[src/rtl/sram_arb_pkg.sv]
// Shared definitions for the two-port SRAM arbiter: default geometry and the
// per-port response slot states.
package sram_arb_pkg;
   localparam int ADR_W_DEF  = 7;
   localparam int DATA_W_DEF = 32;

   typedef enum logic [1:0] {
      EMPTY = 2'd0,
      PEND  = 2'd1,
      HOLD  = 2'd2
   } slot_state_t;
endpackage

[src/rtl/sram_port_arbiter_rr_arb2.sv]
// Two-requester round-robin arbiter. Requester 0 is the data port, requester 1
// the fetch port; on a tie the requester not granted last wins.
module rr_arb2 (
   input  logic       clk,
   input  logic       rst,
   input  logic [1:0] req,
   output logic [1:0] gnt
);
   // Index of the requester granted most recently; resets to 1 so 0 wins first.
   logic last_reg;

   always_comb begin
      gnt = 2'b00;
      if (req[0] && (!req[1] || last_reg)) begin
         gnt[0] = 1'b1;
      end else if (req[1]) begin
         gnt[1] = 1'b1;
      end
   end

   always_ff @(posedge clk) begin
      if (rst) begin
         last_reg <= 1'b1;
      end else if (|gnt) begin
         last_reg <= gnt[1];
      end
   end
endmodule

[src/rtl/sram_port_arbiter.sv]
// Shares one single-port SRAM macro between a read-only fetch port and a
// read/write data port, with a one-deep response slot per port.
module sram_port_arbiter
   import sram_arb_pkg::*;
#(
   parameter int ADR_W  = ADR_W_DEF,
   parameter int DATA_W = DATA_W_DEF
) (
   input  logic                clk,
   input  logic                rst,
   input  logic                i_req_valid,
   output logic                i_req_ready,
   input  logic [ADR_W-1:0]    i_req_adr,
   output logic                i_rsp_valid,
   input  logic                i_rsp_ready,
   output logic [DATA_W-1:0]   i_rsp_data,
   input  logic                d_req_valid,
   output logic                d_req_ready,
   input  logic                d_req_we,
   input  logic [DATA_W/8-1:0] d_req_wem,
   input  logic [ADR_W-1:0]    d_req_adr,
   input  logic [DATA_W-1:0]   d_req_wdata,
   output logic                d_rsp_valid,
   input  logic                d_rsp_ready,
   output logic [DATA_W-1:0]   d_rsp_data,
   output logic                mem_me,
   output logic                mem_we,
   output logic                mem_oe,
   output logic [ADR_W-1:0]    mem_adr,
   output logic [DATA_W/8-1:0] mem_wem,
   output logic [DATA_W-1:0]   mem_d,
   input  logic [DATA_W-1:0]   mem_q
);
   // Port index 0 = data, 1 = fetch.
   logic [1:0]             req_valid_v;
   logic [1:0]             req_we_v;
   logic [1:0]             rsp_ready_v;
   logic [1:0]             rsp_valid_v;
   logic [1:0]             rsp_accept;
   logic [1:0]             elig;
   logic [1:0]             gnt;
   logic [1:0]             rd_xfer;
   logic [1:0][DATA_W-1:0] rsp_data_v;

   assign req_valid_v = {i_req_valid, d_req_valid};
   assign req_we_v    = {1'b0, d_req_we};
   assign rsp_ready_v = {i_rsp_ready, d_rsp_ready};

   genvar gi;
   generate
      for (gi = 0; gi < 2; gi++) begin : gen_slot
         slot_state_t       slot_reg;
         slot_state_t       slot_next;
         logic [DATA_W-1:0] hold_reg;
         logic              capture;

         assign rsp_valid_v[gi] = !rst && (slot_reg != EMPTY);
         assign rsp_accept[gi]  = rsp_valid_v[gi] && rsp_ready_v[gi];
         // A new read may issue only if its response will have somewhere to go.
         assign elig[gi]    = !rst && req_valid_v[gi] &&
                              (req_we_v[gi] || (slot_reg == EMPTY) || rsp_accept[gi]);
         assign rd_xfer[gi] = gnt[gi] && !req_we_v[gi];
         assign rsp_data_v[gi] = (slot_reg == HOLD) ? hold_reg : mem_q;

         always_comb begin
            slot_next = slot_reg;
            capture   = 1'b0;
            case (slot_reg)
               PEND: begin
                  if (rsp_ready_v[gi]) begin
                     slot_next = EMPTY;
                  end else begin
                     slot_next = HOLD;
                     capture   = 1'b1;
                  end
               end
               HOLD: begin
                  if (rsp_ready_v[gi]) slot_next = EMPTY;
               end
               default: slot_next = slot_reg;
            endcase
            if (rd_xfer[gi]) slot_next = PEND;
         end

         always_ff @(posedge clk) begin
            if (rst) begin
               slot_reg <= EMPTY;
               hold_reg <= '0;
            end else begin
               slot_reg <= slot_next;
               // Macro Q is only valid in the PEND cycle; park it before it moves.
               if (capture) hold_reg <= mem_q;
            end
         end
      end
   endgenerate

   rr_arb2 u_rr_arb2 (
      .clk (clk),
      .rst (rst),
      .req (elig),
      .gnt (gnt)
   );

   assign d_req_ready = gnt[0];
   assign i_req_ready = gnt[1];
   assign d_rsp_valid = rsp_valid_v[0];
   assign i_rsp_valid = rsp_valid_v[1];
   assign d_rsp_data  = rsp_data_v[0];
   assign i_rsp_data  = rsp_data_v[1];

   assign mem_me  = |gnt;
   assign mem_we  = gnt[0] && d_req_we;
   assign mem_oe  = 1'b1;
   assign mem_adr = gnt[1] ? i_req_adr : (gnt[0] ? d_req_adr : '0);
   assign mem_wem = gnt[0] ? d_req_wem : '0;
   assign mem_d   = d_req_wdata;
endmodule

[config.mk]
export PLATFORM = sky130hd
export DESIGN_NAME = sram_port_arbiter
export DESIGN_NICKNAME = d
export VERILOG_FILES = /design/src/rtl/sram_arb_pkg.sv /design/src/rtl/sram_port_arbiter_rr_arb2.sv /design/src/rtl/sram_port_arbiter.sv
export SDC_FILE = /design/constraint.sdc
export NUM_CORES = 1
export LEC_CHECK = 0
export CORE_UTILIZATION = 36
export CTS_BUF_LIST = sky130_fd_sc_hd__clkbuf_4 sky130_fd_sc_hd__clkbuf_8
export DETAILED_ROUTE_END_ITERATION = 7
export GPL_TIMING_DRIVEN = 0
export HOLD_SLACK_MARGIN = 0.06
export MAX_ROUTING_LAYER = met4
export PLACE_DENSITY = 0.79
export SLEW_MARGIN = 10
export SYNTH_ARGS = -nofsm -noshare
export SYNTH_HDL_FRONTEND = slang
export SYNTH_SLANG_ARGS = --single-unit
export TNS_END_PERCENT = 5
[constraint.sdc]
create_clock -name clk -period 2.1 [get_ports clk]
set_input_delay 0.63 -clock clk [delete_from_list [all_inputs] [get_ports clk]]
set_output_delay 0.63 -clock clk [all_outputs]
set_load 0.01 [all_outputs]
Yosys cells after proc, flatten, opt, wreduce, memory -nomap -nowiden:

Cells that the tools add are included.

* equal/unequal tests: 8
* muxes and demuxes: 20
* reduce and logical (&&, ||, !) cells: 33

Operators by type and width (count)
* 32-bit two-way mux: 2
* 7-bit two-way mux: 2
* 1-bit logical AND: 11
* 1-bit two-way mux: 9
* 2-bit two-way mux: 4
* 2-bit case mux with 2 select lines: 2
* 2-bit AND reduction: 4
* 2-bit nonzero test: 4
* 3-bit inequality test, second input constant: 2
* 3-bit nonzero test: 2
* 2-bit OR reduction: 3
* 2-bit by 1-bit equality test with 1-bit output, second input constant: 2
* 2-bit equality test, second input constant: 2
* 2-bit zero test: 2
* 1-bit logical OR: 4
* 4-bit two-way mux: 1
* 2-bit inequality test, second input constant: 2
* 1-bit zero test: 3

* logic and storage cells: 68
* input port bits: 89
* register bits after elaboration: 69
* output and inout bits: 114

Longest topological paths before layout:

Gate-level depths: netlist of run 1.

* depth in word-level cells: 12
* depth in mapped cells: 6
* gate-level depth less buffers: 4

Cells and area by module:

A second synthesis of run 1 with hierarchy kept.

* cell total of the unflattened synthesis: 437
* area total of the unflattened synthesis: 3602.2 um^2

By module, submodules not included
* sram_port_arbiter: sequential area each 1361.3 um^2, times used 1, cells each 430, area each 3547.2 um^2
* rr_arb2: sequential area each 20.0 um^2, times used 1, cells each 7, area each 55.1 um^2

Least setup slack after synthesis of run 1:

Ideal clock, no wire load.

* path type: input to output
* start: in rst
* end: out mem_adr[1]
* path slack: -70 ps
* arrival: 1540 ps
* required time: 1470 ps
* buffers on the path: 2
* cell stages on the path: 6
* cell sequence: buf_2 nor2_1 nand3_1 and3_4 buf_6 a22o_1

* word-level cells in the longest chain between the ends: 11
* elaborated cells between the ends (all ways): 19
* classes of those cells: 5 x mux; 14 x reduce/logical

Ends and longest elaborated chain
* start, declared: RTL line sram_port_arbiter.sv:10 `input logic rst,`
* 1-bit zero test (*): RTL line sram_port_arbiter.sv:57, sram_port_arbiter.sv:60
* 1-bit logical AND: RTL line sram_port_arbiter.sv:57 `assign rsp_valid_v[gi] = !rst && (slot_reg != EMPTY);`
* 1-bit logical AND: RTL line sram_port_arbiter.sv:58 `assign rsp_accept[gi] = rsp_valid_v[gi] && rsp_ready_v[gi];`
* 1-bit logical OR: RTL line sram_port_arbiter.sv:61 `(req_we_v[gi] || (slot_reg == EMPTY) || rsp_accept[gi]);`
* 1-bit logical AND: RTL line sram_port_arbiter.sv:60 `assign elig[gi] = !rst && req_valid_v[gi] &&`
* 1-bit zero test: RTL line sram_port_arbiter_rr_arb2.sv:14 `if (req[0] && (!req[1] || last_reg)) begin`
* 1-bit logical OR: RTL line sram_port_arbiter_rr_arb2.sv:14
* 1-bit logical AND (*): RTL line sram_port_arbiter_rr_arb2.sv:14
* 1-bit two-way mux (*): RTL line sram_port_arbiter_rr_arb2.sv:14
* net d_req_ready: RTL line sram_port_arbiter.sv:18 `output logic d_req_ready,`
* 7-bit two-way mux (*) (2 in series): RTL line sram_port_arbiter.sv:115 `assign mem_adr = gnt[1] ? i_req_adr : (gnt[0] ? d_req_adr : '0);`
* end, declared: RTL line sram_port_arbiter.sv:29 `output logic [ADR_W-1:0] mem_adr,`

The timed path passes the listed nets; every way through them passes the cells marked *.

Worst setup path after layout of run 1:

* start: in d_rsp_ready
* end: out mem_adr[1]

* word-level cells in the longest chain between the ends: 7
* elaborated cells between the ends (all ways): 8
* classes of those cells: 4 x mux; 4 x reduce/logical

Ends and longest elaborated chain
* start, declared: RTL line sram_port_arbiter.sv:24 `input logic d_rsp_ready,`
* 1-bit logical AND (*): RTL line sram_port_arbiter.sv:58
* 1-bit logical OR (*): RTL line sram_port_arbiter.sv:61
* 1-bit logical AND (*): RTL line sram_port_arbiter.sv:60
* 1-bit logical AND (*): RTL line sram_port_arbiter_rr_arb2.sv:14
* 1-bit two-way mux: RTL line sram_port_arbiter_rr_arb2.sv:14
* 7-bit two-way mux: RTL line sram_port_arbiter.sv:115
* 7-bit two-way mux (*): RTL line sram_port_arbiter.sv:115

Every way passes the cells marked *; elsewhere a longest branch is shown, timed or not.

==> results.rst, run 1 <==
.. list-table::
   :header-rows: 1

   * - Metric
     - Value
   * - Run status
     - finished, violations left
   * - Failing checks
     - negative setup slack
   * - Worst Setup Path Type
     - primary input to output pin
   * - Clock Pin Slew Worst Setup and Hold Paths
     - roughly 0.070 ns
   * - Avg Cell Area, Syn
     - 8.237 um2
   * - Number of port buffers
     - approximately 170
   * - HP Class
     - flip-flop to flip-flop
   * - Non-filler instance count after layout
     - slightly below 800
   * - Die extent in y
     - between 100 and 150 um
   * - Final weighted congestion of routability-driven global placement
     - roughly 0.8
   * - Total number of vias
     - around 3800
   * - End of the critical path
     - mem_adr[1]
   * - PwrDens
     - 557.0 mW/mm2
   * - Count of max-cap constraint violations
     - 0
   * - Leakage
     - ~2.7 nW
   * - Synth Warn #
     - 0
   * - Critical Path AT
     - between 1.5 and 2 ns
   * - Commonest register cell after synthesis
     - dfxtp_1
   * - Maximum buffer depth of the clock tree
     - 2
   * - Cell breakdown of the critical path
     - buf_8 > or3_4 > and3_4 > buf_6 > a22o_1 > buf_2
   * - Worst R2R End
     - gen_slot[1].hold_reg[29]$_SDFFE_PP0P_
   * - Clock latency reported for the late side of the worst-skew pair
     - about 0.35 ns
   * - Crit. Startpoint
     - d_rsp_ready
   * - CP Max Fanout
     - 5
   * - Synth top area share
     - 0.3837
   * - Sequential fraction of the synthesis area
     - 0.3837
   * - Die footprint
     - 0.01040 mm2
   * - Placeable core area
     - 0.009729 mm2
   * - Violation count after the first detailed-route iteration
     - between 100 and 150
   * - Share of cells above drive strength 1
     - 0.3894
   * - Number of nets in the finished design
     - 726
   * - Tmin final
     - between 2 and 2.5 ns
   * - Number of distinct library cell variants in the gate-level netlist after synthesis
     - 34
   * - Syn-to-layout area delta
     - 74.80%
   * - Number of hold violations in the final report
     - 0
   * - Netlist area before placement
     - between 0.003 and 0.004 mm2
   * - Horizontal extent of the die
     - between 100 and 150 um
   * - Seq cells post-synth
     - 69
   * - Number of global-route vias before repair
     - between 3000 and 4000
   * - Routed wirelength normalized by instance count
     - 14.85 um
   * - Max FFs per register
     - between 60 and 70
   * - Share of the cycle needed by the critical path after routing
     - 1.141
   * - Count of mapped cells out of synthesis
     - roughly 440
   * - Global-route wire length before repair
     - about 17 mm
   * - CP delay by family, top
     - simple AND/OR/NAND/NOR gates
   * - Bufs and invs on worst path
     - 3
   * - Top-count cell post-synth
     - nand2_1
   * - Residual DRC count
     - 0
   * - Final-report max-slew violation count
     - 0
   * - Row count
     - 36
   * - Slowest library cell on the worst path
     - or3_4
   * - GRT Total Usage
     - 0.2246
   * - Post-synth ARST share
     - 0
   * - Maximum ir drop on the vdd rail
     - between 200 and 300 uV
   * - Clock tree root buffer cell
     - clkbuf_8
   * - # placed instances
     - approximately 740
   * - Most common library cells after synthesis
     - 134 x nand2_1, 69 x dfxtp_1, 65 x a21oi_1, 60 x mux2_2, 33 x buf_4
   * - Library cell with the largest summed area after synthesis
     - dfxtp_1
   * - Initial antenna violation count
     - 0
   * - Largest incremental delay on the critical path
     - approximately 0.38 ns
   * - Hold Crit Start
     - gen_slot[1].hold_reg[0]$_SDFFE_PP0P_
   * - Kind of launch point of the worst setup path
     - primary input
   * - Kind of end point of the critical path
     - output pin
   * - Hpwl dp
     - 8.034 mm
   * - DRT Wirelength
     - 11.51 mm
   * - Number of failing setup endpoints in the final timing report
     - 77
   * - Count of flip-flops with a built-in enable after synthesis
     - 0
   * - Launch point of the worst reg-to-reg path
     - gen_slot[1].slot_reg[1]$_SDFFE_PP0P_
   * - Setup skew after layout
     - roughly 0.010 ns
   * - Synthesized net count
     - 526
   * - Number of vias per cell
     - 4.883
   * - Top achievable clock speed
     - ~420 MHz
   * - Cells on worst reg2reg path
     - 6
   * - Number of filler cells placed in the layout
     - 795
   * - Pin count of the biggest net entering global routing
     - 13
   * - Crit path depth
     - 6
   * - First-pass detailed-route iteration total
     - 4
   * - Unrepaired setup endpoints after global routing
     - yes
   * - Ports placed on the boundary
     - about 200
   * - Total CTS buffers
     - 9
   * - Final Hold Slack
     - ~0.45 ns
   * - Main area contributors after synthesis
     - dfxtp_1 38%, mux2_2 19%, nand2_1 14%, a21oi_1 9.0%, buf_4 6.9%
   * - Post-route ant nets
     - 0
   * - TritonCTS Sinks
     - between 60 and 70
   * - Worst path setup slack after routing
     - -0.2955 ns
   * - Reg-to-reg slack, setup
     - 0.63 ns
   * - Endpoint required time on the critical path
     - roughly 1.5 ns
   * - TritonCTS clock tree
     - built
   * - Initial core utilization
     - 0.3700
   * - Congestion Overflow GR
     - 0
   * - H-tree depth
     - 3
   * - Number of inserted diodes
     - 0
==> where the power goes <==
part           internal, W  switching, W  leakage (nW)
combinational     0.000561      0.000363          2.06
clock             0.000698      0.000510         0.112
sequential         0.00135     0.0000249         0.562
==> worst min path at each step <==
stage	slack [ns]	endpoint	depth (start not counted)
6_report	0.45	gen_slot[1].hold_reg[0]$_SDFFE_PP0P_	2
5_1_grt	0.47	gen_slot[1].hold_reg[24]$_SDFFE_PP0P_	2
4_1_cts	0.45	gen_slot[1].hold_reg[0]$_SDFFE_PP0P_	2
3_5_place_dp	0.44	gen_slot[1].hold_reg[0]$_SDFFE_PP0P_	2
3_3_place_gp	0.44	gen_slot[0].hold_reg[25]$_SDFFE_PP0P_	2
2_1_floorplan	0.43	gen_slot[1].hold_reg[5]$_SDFFE_PP0P_	2
==> layer usage <==
| metal | GRT usage | vias up | routed length [um] |
|---|---|---|---|
| met4 | 0.06593 | 0 | 131 |
| met5 | - | - | 0 |
| li1 | - | 1822 | - |
| met2 | 0.3944 | 160 | 6036 |
| met1 | 0.2522 | 1790 | 4706 |
| met3 | 0.05335 | 12 | 636 |
==> what timing repair did <==
item	CTS	global route
cloned	3	0
endpoints found under the setup margin	81	79
buffers inserted	17	1
hold buffers	0	0
hold endpoints to repair	0	0
pin swaps	9	2
resized for setup	449	66
==> area by class of cell <==
type	instances	area (um2)	share of cell area
multi-input cells	302	2090	0.3321
repair buffers	189	1907	0.3030
flip-flops and latches	69	1391	0.2211
plain buffers	64	506.7	0.08053
well taps	133	166.4	0.02645
clock buffers	10	137.6	0.02187
clock inverters	6	86.33	0.01372
inverters	2	7.507	0.001193
==> worst register-to-register path: stages, from the launching register on <==
cell and delay, ns:
dfxtp_4 0.38, nor2_1 0.13, and2_1 0.13, clkbuf_1 0.26, buf_2 0.29, nand2_1 0.09
a21oi_1 0.13
==> placed cells by master (no fill, tap or decap), types with 4 or more instances in the layout <==
cell               n
nand2_1          133
mux2_2             7
buf_12             4
clkbuf_1          14
dlygate4sd2_1      5
a22o_1             7
nor2_1             6
buf_8              4
clkdlybuf4s50_1   80
buf_4             45
dfxtp_1           65
mux2_4            57
clkbuf_8          10
buf_2             22
buf_6             73
and2_1             6
a21oi_1           65
==> cells by family (layout without fill, tap and decap cells) <==
kind of cell,count (synthesis),count (layout),synth area share
flip-flops,69,69,0.3837
AND/OR/NAND/NOR,158,158,0.1808
buffers and inverters,66,271,0.1105
other,1,1,0.001042
adder cells (fa/ha/maj),1,1,0.002781
multiplexers,64,64,0.2002
AO/OA/AOI/OAI,78,78,0.1210
==> per-stage QoR <==
stage | area, um2 | setup slack [ns] | utilization | power [W] | setup TNS [ns]
detailed placement | 5450 | -1.024 | 0.5602 | 0.002191 | -44.13
global placement | 5450 | -0.9917 | 0.5602 | 0.002176 | -41.54
floorplan | 3602 | -0.04590 | - | 0.001742 | -0.3521
finish | 6292 | -0.2955 | 0.6467 | 0.003505 | -11.13
global route | 6292 | -0.3485 | 0.6467 | 0.003661 | -15.79
CTS | 6042 | -0.3151 | 0.6210 | 0.003456 | -12.43
(Power assumes the default switching activity.)
==> run 2, diff against run 1 <==
Settings changed: GPL_ROUTABILITY_DRIVEN set to 0.
==> results of run 2 <==
Final layout, timing and power as in run 1 (identical DEF).
